==> config.mk <==
export PLATFORM = sky130hd
export DESIGN_NAME = nim_turn_controller
export DESIGN_NICKNAME = d
export VERILOG_FILES = /design/src/rtl/nim_turn_controller.sv
export SDC_FILE = /design/constraint.sdc
export NUM_CORES = 1
export LEC_CHECK = 0
export BUFFER_PORTS_ARGS = -buffer_cell sky130_fd_sc_hd__buf_2
export CAP_MARGIN = 20
export CORE_MARGIN = 2
export CORE_UTILIZATION = 56
export CTS_CLUSTER_DIAMETER = 200
export CTS_CLUSTER_SIZE = 24
export DETAILED_ROUTE_END_ITERATION = 7
export GPL_TIMING_DRIVEN = 0
export PLACE_DENSITY = 0.83
export RECOVER_POWER = 50
export SKIP_LAST_GASP = 1
export SLEW_MARGIN = 20
export SYNTH_ARGS = -nofsm -noshare
export SYNTH_HDL_FRONTEND = slang
export SYNTH_SLANG_ARGS = --single-unit
==> constraint.sdc <==
create_clock -name clk -period 3.4 [get_ports clk]
set_input_delay 0.51 -clock clk [delete_from_list [all_inputs] [get_ports clk]]
set_output_delay 0.51 -clock clk [all_outputs]
set_load 0.02 [all_outputs]
==> src/rtl/nim_turn_controller.sv <==
// nim_turn_controller: sequences a Nim match (pile, turn, move validation) and drives score-board controls
module nim_turn_controller #(
  parameter int PILE_INIT = 21,
  parameter int MAX_TAKE  = 3,
  parameter int WIN_SCORE = 5
) (
  input  logic       clk,
  input  logic       reset,
  input  logic       start,
  input  logic       take_valid,
  input  logic [1:0] take_count,
  output logic [4:0] pile,
  output logic       turn,
  output logic       newGame,
  output logic       lpScoreUp,
  output logic       rpScoreUp,
  output logic       lWinner,
  output logic       rWinner,
  output logic       move_err
);
  localparam int SW = $clog2(WIN_SCORE + 1);
  typedef enum logic [1:0] {IDLE, PLAY, ROUND_END, MATCH_END} state_t;
  state_t         state_q, state_d;
  logic [4:0]     pile_q, pile_d, new_pile;
  logic           turn_q, turn_d;
  logic [SW-1:0]  lsc_q, lsc_d, rsc_q, rsc_d, mover_sc;
  logic           new_game_q, new_game_d, lp_up_q, lp_up_d, rp_up_q, rp_up_d;
  logic           lw_q, lw_d, rw_q, rw_d, err_q, err_d;
  logic           legal, win;
  always_comb begin
    new_pile   = pile_q - {3'd0, take_count};
    legal      = take_count != 2'd0 && 32'(take_count) <= MAX_TAKE && {3'd0, take_count} <= pile_q;
    mover_sc   = (turn_q ? rsc_q : lsc_q) + SW'(1);
    win        = mover_sc == SW'(WIN_SCORE);
    state_d    = state_q;
    pile_d     = pile_q;
    turn_d     = turn_q;
    lsc_d      = lsc_q;
    rsc_d      = rsc_q;
    lw_d       = lw_q;
    rw_d       = rw_q;
    new_game_d = 1'b0;
    lp_up_d    = 1'b0;
    rp_up_d    = 1'b0;
    err_d      = 1'b0;
    case (state_q)
      IDLE, MATCH_END: if (start) begin
        new_game_d = 1'b1;
        lsc_d      = '0;
        rsc_d      = '0;
        lw_d       = 1'b0;
        rw_d       = 1'b0;
        pile_d     = 5'(PILE_INIT);
        turn_d     = 1'b0;
        state_d    = PLAY;
      end
      PLAY: if (take_valid) begin
        err_d  = !legal;
        pile_d = legal ? new_pile : pile_q;
        if (legal && new_pile != 5'd0) turn_d = !turn_q;
        if (legal && new_pile == 5'd0) begin
          lsc_d   = turn_q ? lsc_q : mover_sc;
          rsc_d   = turn_q ? mover_sc : rsc_q;
          lp_up_d = !turn_q;
          rp_up_d = turn_q;
          lw_d    = !turn_q && win;
          rw_d    = turn_q && win;
          state_d = win ? MATCH_END : ROUND_END;
        end
      end
      ROUND_END: if (start) begin
        pile_d  = 5'(PILE_INIT);
        turn_d  = !turn_q;
        state_d = PLAY;
      end
      default: state_d = IDLE;
    endcase
  end
  always_ff @(posedge clk or posedge reset) begin
    if (reset) begin
      state_q    <= IDLE;
      pile_q     <= 5'(PILE_INIT);
      turn_q     <= 1'b0;
      lsc_q      <= '0;
      rsc_q      <= '0;
      new_game_q <= 1'b0;
      lp_up_q    <= 1'b0;
      rp_up_q    <= 1'b0;
      lw_q       <= 1'b0;
      rw_q       <= 1'b0;
      err_q      <= 1'b0;
    end else begin
      state_q    <= state_d;
      pile_q     <= pile_d;
      turn_q     <= turn_d;
      lsc_q      <= lsc_d;
      rsc_q      <= rsc_d;
      new_game_q <= new_game_d;
      lp_up_q    <= lp_up_d;
      rp_up_q    <= rp_up_d;
      lw_q       <= lw_d;
      rw_q       <= rw_d;
      err_q      <= err_d;
    end
  end
  assign pile      = pile_q;
  assign turn      = turn_q;
  assign newGame   = new_game_q;
  assign lpScoreUp = lp_up_q;
  assign rpScoreUp = rp_up_q;
  assign lWinner   = lw_q;
  assign rWinner   = rw_q;
  assign move_err  = err_q;
endmodule

---- Yosys cells after proc, flatten, opt, wreduce, memory -nomap -nowiden ----
Cells that the tools add are included.
Widths: inputs -> output; s select.
storage, ports and cells
  register bits ........................... 20
  output and inout bits ................... 12
  logic and storage cells ................. 87
operators by class
  add/subtract/negate cells ............... 2
  magnitude comparators ................... 1
  equal/unequal tests ..................... 13
  mux-type cells .......................... 40
  reductions and logical operators ........ 20
operators with widths
  operator             count
  $mux 3               8
  $mux 1               19
  $ne 2x2->1 const B   8
  $mux 5               3
  $pmux 3 s2           2
  $pmux 5 s2           1
  $reduce_and 5->1     2
  $reduce_and 4->1     2
  $mux 2               3
  $reduce_and 3->1     2
  $le 2x5->1           1
  $logic_and 1x1->1    5
  $logic_not 5->1      1
  $reduce_bool 5->1    1
  $sub 5x2->5          1
  $eq 2x2->1 const B   2
  $pmux 1 s2           2
  $pmux 2 s2           1
  $reduce_bool 2->1    2
  $add 3x1->3 const B  1
  $eq 3x3->1 const B   1
  $pmux 1 s3           1
  $reduce_or 3->1      1
  $eq 2x1->1 const B   1
  other kinds (4)      5

---- Logic depth before layout (Yosys ltp) ----
  depth in word-level cells ............... 7
  mapped depth ............................ 10

---- Least setup slack after synthesis ----
OpenSTA, ideal clock, no wires.
  path type ............................... register -> register
  from .................................... register pile_q[0] (netlist: pile[0])
  to ...................................... register lsc_q[2]
  setup time .............................. 0.069 ns
  arrival time ............................ 2.416 ns
  path slack .............................. 0.915 ns
  cell stages (with the launch flop) ...... 9
  period minus slack after synthesis ...... 2.485 ns
  path through ............................ dfstp_2 > inv_1 > ha_1 > inv_1 > fa_1 > nor4b_4 > o2111ai_2 > or4_1 > nand3_1
on the way
  longest elaborated chain between the ends .. 5
ends and longest elaborated chain
  item                                                  line    text
  start, declared                                       24      logic [4:0] pile_q, pile_d, new_pile;
  start signal, assigned                                82      pile_q <= 5'(PILE_INIT);
  start signal, assigned                                94      pile_q <= pile_d;
  $sub 5x2->5 or $le 2x5->1 (tied branches)             31, 32
  $logic_not 5->1 or $logic_and 1x1->1 (tied branches)  61, 32
  $logic_and 1x1->1 *                                   61      if (legal && new_pile == 5'd0) begin
  $ne 2x2->1 (no source line) *                         -
  $reduce_and 5->1 (no source line) *                   -
  end signal, assigned                                  96      lsc_q <= lsc_d;
  end, declared                                         26      logic [SW-1:0] lsc_q, lsc_d, rsc_q, rsc_d, mover_sc;
Every way passes the cells marked *; elsewhere a longest branch is shown, timed or not.
A chain may end at the register's enable or synchronous reset.

---- Final worst setup path ----
  from .................................... register pile_q[0] (netlist: pile[0])
  to ...................................... register rsc_q[0]
on the way
  longest elaborated chain between the ends .. 5
ends and longest elaborated chain
  item                                                  line    text
  $sub 5x2->5 or $le 2x5->1 (tied branches)             31, 32
  $logic_not 5->1 or $logic_and 1x1->1 (tied branches)  61, 32
  $logic_and 1x1->1 *                                   61
  $ne 2x2->1 (no source line) *                         -
  $reduce_and 5->1 (no source line) *                   -
  end signal, assigned                                  97      rsc_q <= rsc_d;
  end, declared                                         26
Marked as above.

==> results by group <==
Critical path
  • Crit path DAT: between 2 and 3 ns
  • Cell mode on critical path: inv_1
  • Req. time, crit path: about 3.7 ns
  • WS Path Type: reg2reg
  • CP Cell Sequence: inv_1 -> ha_1 -> inv_1 -> fa_1 -> nor4b_4 -> o2111ai_2 -> buf_6 -> o41a_1 -> nand2_1
  • Slowest CP cell: dfstp_2
  • Max stage delay on crit path: around 0.56 ns
  • Max Fanout on Critical Path: 10
  • Crit start category: flop
  • CP endpoint kind: flop

Die
  • Num ports: 18
  • Die Span Y: ~52 um
  • Die X: between 50 and 60 um
  • FP Rows: 17
  • Initial Util: approximately three fifths
  • Core area: 2210 um^2
  • Die Footprint: roughly 2700 um^2

STA
  • Fmax: roughly 0.38 GHz
  • Post-layout min period: around 2.6 ns
  • Slew Viols, Final: 0
  • Clock Skew: about 0.0067 ns
  • Setup_tns: 0 ns
  • Rel. slew slack: ~51%
  • Fin crit share: between 70 and 80%
  • Final hold vios: 0
  • RSZ-0062 raised after global routing: no
  • Worst-Margin Slew: ~0.74 ns
  • # setup viols final: 0

Yosys
  • Ys async rst share: 100%
  • Post-synth EDFFs: 0
  • Area leader, netlist: dfrtp_1
  • Post-synth cell types: 42
  • Mapped cell area: between 1000 and 1500 um^2
  • Ys flop type: dfrtp_1
  • Mapped Cells: between 100 and 150
  • Yosys warning count: 0
  • Area contributors post-synth: dfrtp_1 (33%), dfstp_2 (6.0%), ha_1 (5.8%)
  • Register bit count reported by yosys: 20
  • Post-synthesis sequential area ratio: about two fifths
  • Post-synth top area share: 32.6%
  • Synth Area per Inst: between 9 and 10 um^2
  • Syn Nets: about 150

Placed design
  • GPL Wtd Cong: just over 0.9
  • Port bufs: 17
  • Placed wire-length estimate: about 2100 um

Clock tree
  • Root buffer cell: clkbuf_4
  • CTS Buffer Depth: 2
  • Worst-path clk slew: ~0.12 ns
  • Total CTS buffers: 3
  • CTS tree: done
  • Hold Buf Count CTS: 0
  • H-tree Lvls: 1
  • Post_cts resized: 0
  • Post-CTS Setup Repair Bufs: 0
  • Clock sink count: 20
  • Clk Latency, worst-skew pair: about 0.31 ns

Drt
  • TritonRoute pass-1 iters: 4
  • Via density: roughly 5.9
  • Final wirelength: around 2800 um
  • DRC errors left: 0
  • Vias: about 1100
  • Average wire per standard cell: roughly 15 um
  • Final ANT Viol Nets: 0
  • Drt first-iter violations: 42

Global route
  • Largest net degree at the start of global routing: 21
  • M3 GR Usage: under 10%
  • Grt total ovfl: 0
  • M2 GR Usage: between 30% and 40%
  • Initial antenna violation count: 0
  • Gr usage total: 24.2%
  • GR Util met1: between 30% and 40%
  • Global-route wire length before repair: approximately 4800 um
  • Vias in the first global route: between 1000 and 1500
  • Most Used Layer, Global Route: met2

Pwr
  • PwrDens: approximately 910 nW/um^2
  • Leakage: between 0.6 and 0.7 nW
  • Max IR drop VDD: approximately 0.0005 V

Layout
  • Area growth syn-to-layout: 11.5%
  • Antenna diode count: 0
  • Final Core Density: approximately two thirds
  • Share of layout cells above drive strength 1: 18.8%
  • Commonest non-fill, non-tap cells in the layout: dfrtp_1 (17), buf_2 (14), nand2_1 (13), inv_1 (12), nor2_1 (10)
  • Most common cell after layout, fill and taps aside: dfrtp_1
  • Final Net Count: 174

Status
  • Outcome: complete, no violations

Flow run
  • Max_cap viols: 0

Min path
  • Hold Path Class: in2async
[layout make-up]
class,instances,area (um^2)
fill,183,758
multi-input combinational,100,711
sequential,20,504
timing repair buffer,17,78.8
inverter,12,45.0
buffer,7,43.8
clock buffer,4,36.3
tap,28,35.0
[worst max-delay path, delay by kind of cell, from the launching register on]
family                     cells  cell delay [ns]
adders and majority gates      2             0.67
AOI/OAI and AO/OA              2             0.61
DFF                            1             0.56
and+or+nand+nor                2             0.41
buffers and inverters          3             0.32
[metal layers]
metal | part of all wire [%] | vias to the layer above | wire, um
met1 | 46 | 517 | 1300
li1 | - | 538 | -
met3 | 5.4 | 7 | 152
met2 | 46 | 42 | 1310
met4 | 2.5 | 0 | 71
met5 | 0 | - | 0
[metrics by stage]
| stage | hold WS, ns | instance area, um^2 | std cells | setup WS, ns | power, mW |
|---|---|---|---|---|---|
| 6_report | 0.305 | 1450 | 188 | 0.764 | 1.32 |
| 5_1_grt | 0.371 | 1450 | 188 | 0.617 | 1.43 |
| 3_3_place_gp | 0.486 | 1420 | 184 | 0.718 | 1.13 |
| 3_5_place_dp | 0.491 | 1420 | 184 | 0.668 | 1.17 |
| 2_1_floorplan | 0.472 | 1300 | 139 | 0.915 | 0.992 |
| 4_1_cts | 0.333 | 1460 | 188 | 0.780 | 1.32 |
[power by group]
group | internal, mW | leakage, nW | switching [mW] | total, mW
registers | 0.321 | 0.233 | 0.0697 | 0.391
clock network | 0.0655 | 0.0210 | 0.0797 | 0.145
logic | 0.315 | 0.398 | 0.471 | 0.786
total | 0.701 | 0.652 | 0.621 | 1.32
[final timing paths]
path                            startpoint       end  slack (ns)  cells after the start
worst max-delay path               pile[0]  rsc_q[0]        0.76                      9
worst min-delay path                 reset   rWinner        0.30                      2
worst max register to register     pile[0]  rsc_q[0]        0.76                      9
worst min register to register     lWinner   lWinner        0.52                      1
max in group asynchronous            reset  rsc_q[1]        2.63                      2
min in group clk                     start   pile[3]        0.48                      2
[sequential cells by signal, summed over array words and instances (netlist names)]
register   flops
state_q        2
newGame        1
rsc_q          3
lWinner        1
pile           5
lsc_q          3
rpScoreUp      1
rWinner        1
lpScoreUp      1
turn           1
move_err       1
[synth_stat cells, drive strengths merged, types with 2 or more instances]
master	instances
dfrtp	17
nand2	13
inv	12
nor2	10
a21oi	6
ha	6
mux2i	5
nor3	5
buf	4
nand3	4
o211ai	4
o21ai	4
or4	4
xnor2	4
clkbuf	3
dfstp	3
nand2b	3
nor4	3
o31ai	3
or2	3
or3	3
a21o	2
a22o	2
nand3b	2
nor2b	2
o311ai	2
[kinds of logic after synthesis]
logic type               count (synthesis)  share of synthesized area, %
AO/OA/AOI/OAI                           29                          16.3
XOR/XNOR                                 4                          3.26
adder cells (fa/ha/maj)                  7                          7.29
buffers and inverters                   19                          6.81
flip-flops                              20                          38.7
multiplexers                             5                          3.84
AND/OR/NAND/NOR                         55                          23.8
Power figures use the tool's default switching activity.
